--- config.mk ---
export PLATFORM = sky130hd
export DESIGN_NAME = div_scheduler
export DESIGN_NICKNAME = d
export VERILOG_FILES = /design/src/rtl/div_sched_pkg.sv /design/src/rtl/div_scheduler_rr_pick.sv /design/src/rtl/div_scheduler.sv
export SDC_FILE = /design/constraint.sdc
export NUM_CORES = 1
export LEC_CHECK = 0
export BUFFER_PORTS_ARGS = -buffer_cell sky130_fd_sc_hd__buf_2
export CAP_MARGIN = 25
export CORE_AREA = 2 2 183 185
export DETAILED_ROUTE_END_ITERATION = 16
export DIE_AREA = 0 0 185 187
export GPL_TIMING_DRIVEN = 0
export SYNTH_ARGS = -nofsm -noshare
export SYNTH_HDL_FRONTEND = slang
export SYNTH_SLANG_ARGS = --single-unit
export TNS_END_PERCENT = 20
--- constraint.sdc ---
create_clock -name CLK -period 3.2 [get_ports CLK]
set_input_delay 0.48 -clock CLK [delete_from_list [all_inputs] [get_ports CLK]]
set_output_delay 0.48 -clock CLK [all_outputs]
set_load 0.02 [all_outputs]
--- src/rtl/div_sched_pkg.sv ---
// Shared definitions for the divider scheduler: FSM state encoding and
// default parameter values.
package div_sched_pkg;

  localparam int DEF_TAMANYO = 32;
  localparam int DEF_N_REQ   = 4;
  localparam int DEF_TIMEOUT = 2 * DEF_TAMANYO + 8;

  typedef enum logic [1:0] {
    IDLE,
    ISSUE,
    RELEASE,
    RESP
  } state_t;

endpackage

--- src/rtl/div_scheduler_rr_pick.sv ---
// Combinational round-robin picker: the first valid requester at or after
// ptr (wrapping) wins.
module rr_pick #(
  parameter int N_REQ = 4
) (
  input  logic [N_REQ-1:0]         Req_valid,
  input  logic [$clog2(N_REQ)-1:0] ptr,
  output logic [$clog2(N_REQ)-1:0] grant,
  output logic                     any_valid
);

  localparam int IW = $clog2(N_REQ);

  int            sum;
  logic [IW-1:0] idx;

  // Scan from the farthest offset down so the closest valid index to ptr is
  // the last one written and therefore wins.
  always_comb begin
    // NOTE: every variable gets a default before any conditional write, so
    // no path leaves it unassigned and no latch is inferred.
    grant     = '0;
    any_valid = |Req_valid;
    sum       = 0;
    idx       = '0;
    for (int i = N_REQ - 1; i >= 0; i--) begin
      sum = int'(ptr) + i;
      if (sum >= N_REQ) sum = sum - N_REQ;
      idx = IW'(sum);
      if (Req_valid[idx]) grant = idx;
    end
  end

endmodule

--- src/rtl/div_scheduler.sv ---
// Arbitrates N_REQ division requests onto one external sequential divider,
// with divide-by-zero shortcut, watchdog timeout and held response handshake.
module div_scheduler
  import div_sched_pkg::*;
#(
  parameter int tamanyo = DEF_TAMANYO,
  parameter int N_REQ   = DEF_N_REQ,
  parameter int TIMEOUT = 2 * tamanyo + 8
) (
  input  logic                            CLK,
  input  logic                            RST,
  input  logic [N_REQ-1:0]                Req_valid,
  input  logic [N_REQ-1:0][tamanyo-1:0]   Req_num,
  input  logic [N_REQ-1:0][tamanyo-1:0]   Req_den,
  output logic [N_REQ-1:0]                Req_ready,
  output logic                            Rsp_valid,
  input  logic                            Rsp_ready,
  output logic [$clog2(N_REQ)-1:0]        Rsp_id,
  output logic [tamanyo-1:0]              Rsp_coc,
  output logic [tamanyo-1:0]              Rsp_res,
  output logic                            Rsp_divz,
  output logic                            Rsp_err,
  output logic                            Div_start,
  output logic [tamanyo-1:0]              Div_num,
  output logic [tamanyo-1:0]              Div_den,
  input  logic [tamanyo-1:0]              Div_coc,
  input  logic [tamanyo-1:0]              Div_res,
  input  logic                            Div_done
);

  localparam int IW = $clog2(N_REQ);
  localparam int WW = $clog2(TIMEOUT + 1);

  state_t             state_q, state_d;
  logic [IW-1:0]      ptr_q, g_q, grant;
  logic               any_valid;
  logic [tamanyo-1:0] num_q, den_q, coc_q, res_q;
  logic               divz_q, err_q;
  logic [WW-1:0]      wd_q;
  logic               timed_out;

  rr_pick #(.N_REQ(N_REQ)) u_pick (
    .Req_valid (Req_valid),
    .ptr       (ptr_q),
    .grant     (grant),
    .any_valid (any_valid)
  );

  assign timed_out = (wd_q == WW'(TIMEOUT));

  always_comb begin
    state_d   = state_q;
    Req_ready = '0;
    Div_start = 1'b0;
    Rsp_valid = 1'b0;
    unique case (state_q)
      IDLE: begin
        // Gated by RST so no accept pulse is shown while nothing is latched.
        if (any_valid && !RST) begin
          Req_ready[grant] = 1'b1;
          state_d = (Req_den[grant] == '0) ? RESP : ISSUE;
        end
      end
      ISSUE: begin
        Div_start = 1'b1;
        if (Div_done || timed_out) state_d = RELEASE;
      end
      RELEASE: state_d = RESP;
      RESP: begin
        Rsp_valid = 1'b1;
        if (Rsp_ready) state_d = IDLE;
      end
      default: state_d = IDLE;
    endcase
  end

  always_ff @(posedge CLK) begin
    // NOTE: sequential state uses non-blocking assignments so every register
    // samples the pre-edge values, independent of statement order.
    if (RST) begin
      // NOTE: datapath registers are reset too because they drive outputs
      // that must read zero after reset.
      state_q <= IDLE;
      ptr_q   <= '0;
      g_q     <= '0;
      num_q   <= '0;
      den_q   <= '0;
      coc_q   <= '0;
      res_q   <= '0;
      divz_q  <= 1'b0;
      err_q   <= 1'b0;
      wd_q    <= '0;
    end else begin
      state_q <= state_d;
      unique case (state_q)
        IDLE: begin
          if (any_valid) begin
            g_q    <= grant;
            num_q  <= Req_num[grant];
            den_q  <= Req_den[grant];
            err_q  <= 1'b0;
            wd_q   <= '0;
            divz_q <= (Req_den[grant] == '0);
            if (Req_den[grant] == '0) begin
              coc_q <= '1;
              res_q <= Req_num[grant];
            end
          end
        end
        ISSUE: begin
          if (Div_done) begin
            coc_q <= Div_coc;
            res_q <= Div_res;
          end else if (timed_out) begin
            err_q <= 1'b1;
            coc_q <= '0;
            res_q <= '0;
          end else begin
            wd_q <= wd_q + 1'b1;
          end
        end
        RESP: begin
          if (Rsp_ready) ptr_q <= (g_q == IW'(N_REQ - 1)) ? '0 : g_q + 1'b1;
        end
        default: ;
      endcase
    end
  end

  assign Rsp_id   = g_q;
  assign Rsp_coc  = coc_q;
  assign Rsp_res  = res_q;
  assign Rsp_divz = divz_q;
  assign Rsp_err  = err_q;
  assign Div_num  = num_q;
  assign Div_den  = den_q;

endmodule

==> impl_metrics.json <==
{
  "status": "complete, but fails checks",
  "violations": "negative setup slack",
  "clockBufferDepth": 2,
  "cp_cell_sequence": "or3b_4, o221ai_4, buf_12, buf_6, buf_4, mux2i_1, mux2i_2, nor4_2, nand2_1, nor4_4, buf_4, buf_8, nand2_8, buf_4, a221oi_1",
  "grt_usage_pct": 24.2,
  "num_vias": 10300,
  "drt-pass1-iter-count": 5,
  "cp_top_family": "simple AND/OR/NAND/NOR gates",
  "drt_iter0_drc": 581,
  "setup_viol": 63,
  "tightest_slew_ns": 0.940,
  "numPortBuffers": 465,
  "power_density_nw_per_um2": 833,
  "cts_made_buffers": 17,
  "relSlewSlack_pct": 37.3,
  "clkLatencyLatePin_ns": 0.43,
  "gp_congestion": 0.939,
  "fin_tns_setup_ns": -4.84,
  "worst_path_max_delay_cell": "or3b_4",
  "place_area_um2": 11400,
  "wl_met1_um": 17500,
  "start_kind": "flop",
  "grt_pass1_wl_um": 62200,
  "yosys_warnings": 0,
  "ios": 466,
  "synth_top_area_share_pct": 33.7,
  "setup_ws_ns": -0.109,
  "hold_viol_final": 0,
  "synth_cells": 1135,
  "antenna_found_initial": 10,
  "leakagePower_nw": 5.89,
  "rows": 67,
  "cts_root_buf": "clkbuf_16",
  "synth_top_cell_by_area": "dfxtp_1",
  "ant_nets": 0,
  "slowest_delay_ns": 0.40,
  "holdWs_ns": 0.313,
  "fin_crit_sh_pct": 103,
  "end_kind": "flop",
  "yosys-top-cells-area": "dfxtp_1, mux2i_1, nand2_1, a31oi_1, a21oi_1",
  "arrival_ns": 3.63,
  "crit_required_ns": 3.52,
  "drv_slew": 0,
  "dpl.hpwl_um": 35800,
  "seq_area_frac_synth_pct": 33.7,
  "critPathBufInv": 6,
  "mostFrequentLayoutCell": "buf_2",
  "power_mw": 10.6,
  "placed_cells": 2048,
  "period_minus_slack_ns": 3.31,
  "htreeDepth": 4,
  "synth_cell_types": 45,
  "routed.top_layer": "met4",
  "grt_pass1_vias": 10000,
  "vdd_drop_max_uv": 363,
  "cts_tree": "done",
  "die_area_um2": 34600,
  "avgRoutedWirePerCell_um": 20.8,
  "crit_fanout": 7,
  "cap_violations": 0,
  "cts_num_sinks": 143,
  "synth_fp_nets": 1471,
  "initial_core_util_pct": 25.9,
  "final-instance-count-excl-fill": 2107,
  "area_delta_synth_final_pct": 50.1,
  "route.met3.wl_um": 2540,
  "finalInstanceArea_um2": 12800,
  "routed_wl_um": 43900,
  "syn_area_um2": 8500,
  "fp.dieW_um": 185,
  "ys_ff_latch": 143,
  "avgViaCountPerCell": 4.87,
  "met2WireLength_um": 22600,
  "clk_pin_slew_worst_paths_ns": 0.07,
  "cpMostUsedCell": "buf_4",
  "nNetsFinal": 1974,
  "fmax_ghz": 0.302,
  "rsz0062_at_grt": "yes",
  "final_cell_mix": "buf_2, nand2_1, dfxtp_1",
  "grt_start_max_net_pins": 20,
  "syn_avg_cell_area_um2": 7.49,
  "drive_gt1_share_pct": 37.6,
  "cts-hold-fix-buffers": 0,
  "grt.overflow.total": 0,
  "hold_path.class": "in2reg",
  "fin_skew_ns": 0.0182,
  "core_um2": 32900,
  "crit_type": "reg2reg",
  "dieHeight_um": 187,
  "drc": 0
}
## area by class of cell
type,count,area (µm²)
fill,3549,20100
multi-input combinational,844,5320
antenna,9,22.5
tap,448,561
clock buffer,18,439
clock inverter,13,198
inverter,39,146
buffer,107,676
sequential,143,2870
timing repair buffer,486,2530
## sequential cells by signal (all words and copies together) (netlist names)
| name | cells |
|---|---|
| Rsp_res | 32 |
| wd_q | 7 |
| Div_den | 32 |
| Rsp_coc | 32 |
| Rsp_id | 2 |
| Div_num | 32 |
| Rsp_divz | 1 |
| Rsp_err | 1 |
| ptr_q | 2 |
| state_q | 2 |
## synthesized netlist by cell type
master	number
nand4_1	2
a31o_2	1
o2bb2a_1	1
xor2_1	4
o21ai_1	1
or4_1	2
o31ai_1	1
a2bb2oi_1	1
and3_1	3
buf_4	5
buf_1	6
o221ai_1	1
ha_1	8
dfxtp_1	143
nand3_1	3
o22ai_1	1
buf_6	5
or3b_1	1
xnor2_1	1
and2_0	3
a211oi_1	35
a31oi_1	94
a21oi_1	105
nor4_2	1
nor4_1	10
and4_1	1
o221a_1	1
nand2_1	240
nor3_1	10
nand2b_1	3
a22oi_1	1
clkbuf_1	75
a22o_1	1
a221oi_2	30
nand2_2	1
a221oi_1	3
and2_1	31
o21ai_0	32
nor2_1	109
nand3b_1	1
inv_1	39
buf_2	18
mux2i_1	99
nor4bb_1	1
a21boi_1	1
## where the power goes
part           internal [mW]  total (mW)  switching [mW]
Clock                   1.35        2.26           0.920
Sequential              2.34        2.64           0.301
Combinational           1.91        5.72            3.81
Total                   5.60        10.6            5.03
## metrics by stage
step	util, %	setup WS, ns
after floorplan	-	0.243
after global placement	34.7	-1.27
after detailed placement	34.7	-1.29
after CTS	37.9	-0.0824
after global routing	38.8	-0.259
final	38.8	-0.109
## what timing repair did
action	CTS	global route
gates cloned	1	1
buffers inserted	10	9
endpoints found under the setup margin	102	70
pin swaps	7	14
hold endpoints to repair	0	0
gates resized for setup	82	38
## kinds of logic (layout without fill, tap and decap cells)
kind of cell,after synthesis,after routing,share of synthesized area (%)
DFF,143,143,33.7
buffers and inverters,148,663,7.46
adders and majority gates,8,8,1.18
and+or+nand+nor,422,422,20.8
AOI/OAI and AO/OA,310,310,24.7
xor gates and xnor gates,5,5,0.515
other,0,9,0
muxes,99,99,11.7
## worst min-delay path, cell delays in order
cell and delay, ns:
buf_2 0.09, nand2_1 0.07, a221oi_2 0.05
## per-layer routing
metal,global-route usage (%),vias up
li1,-,4992
met1,27.9,4779
met2,44.1,444
met3,4.21,54
met4,9.07,0
met5,0,-
## worst paths after layout
path,from,endpoint,slack [ns],cells after the start
setup reg to reg,ptr_q[1],Rsp_coc[0],-0.11,15
hold reg to reg,Div_den[6],Div_den[6],0.45,2
setup / recovery,ptr_q[1],Rsp_coc[0],-0.11,15
hold / removal,Div_coc[21],Rsp_coc[21],0.31,3
No activity file was read; power rests on OpenSTA's default activity.
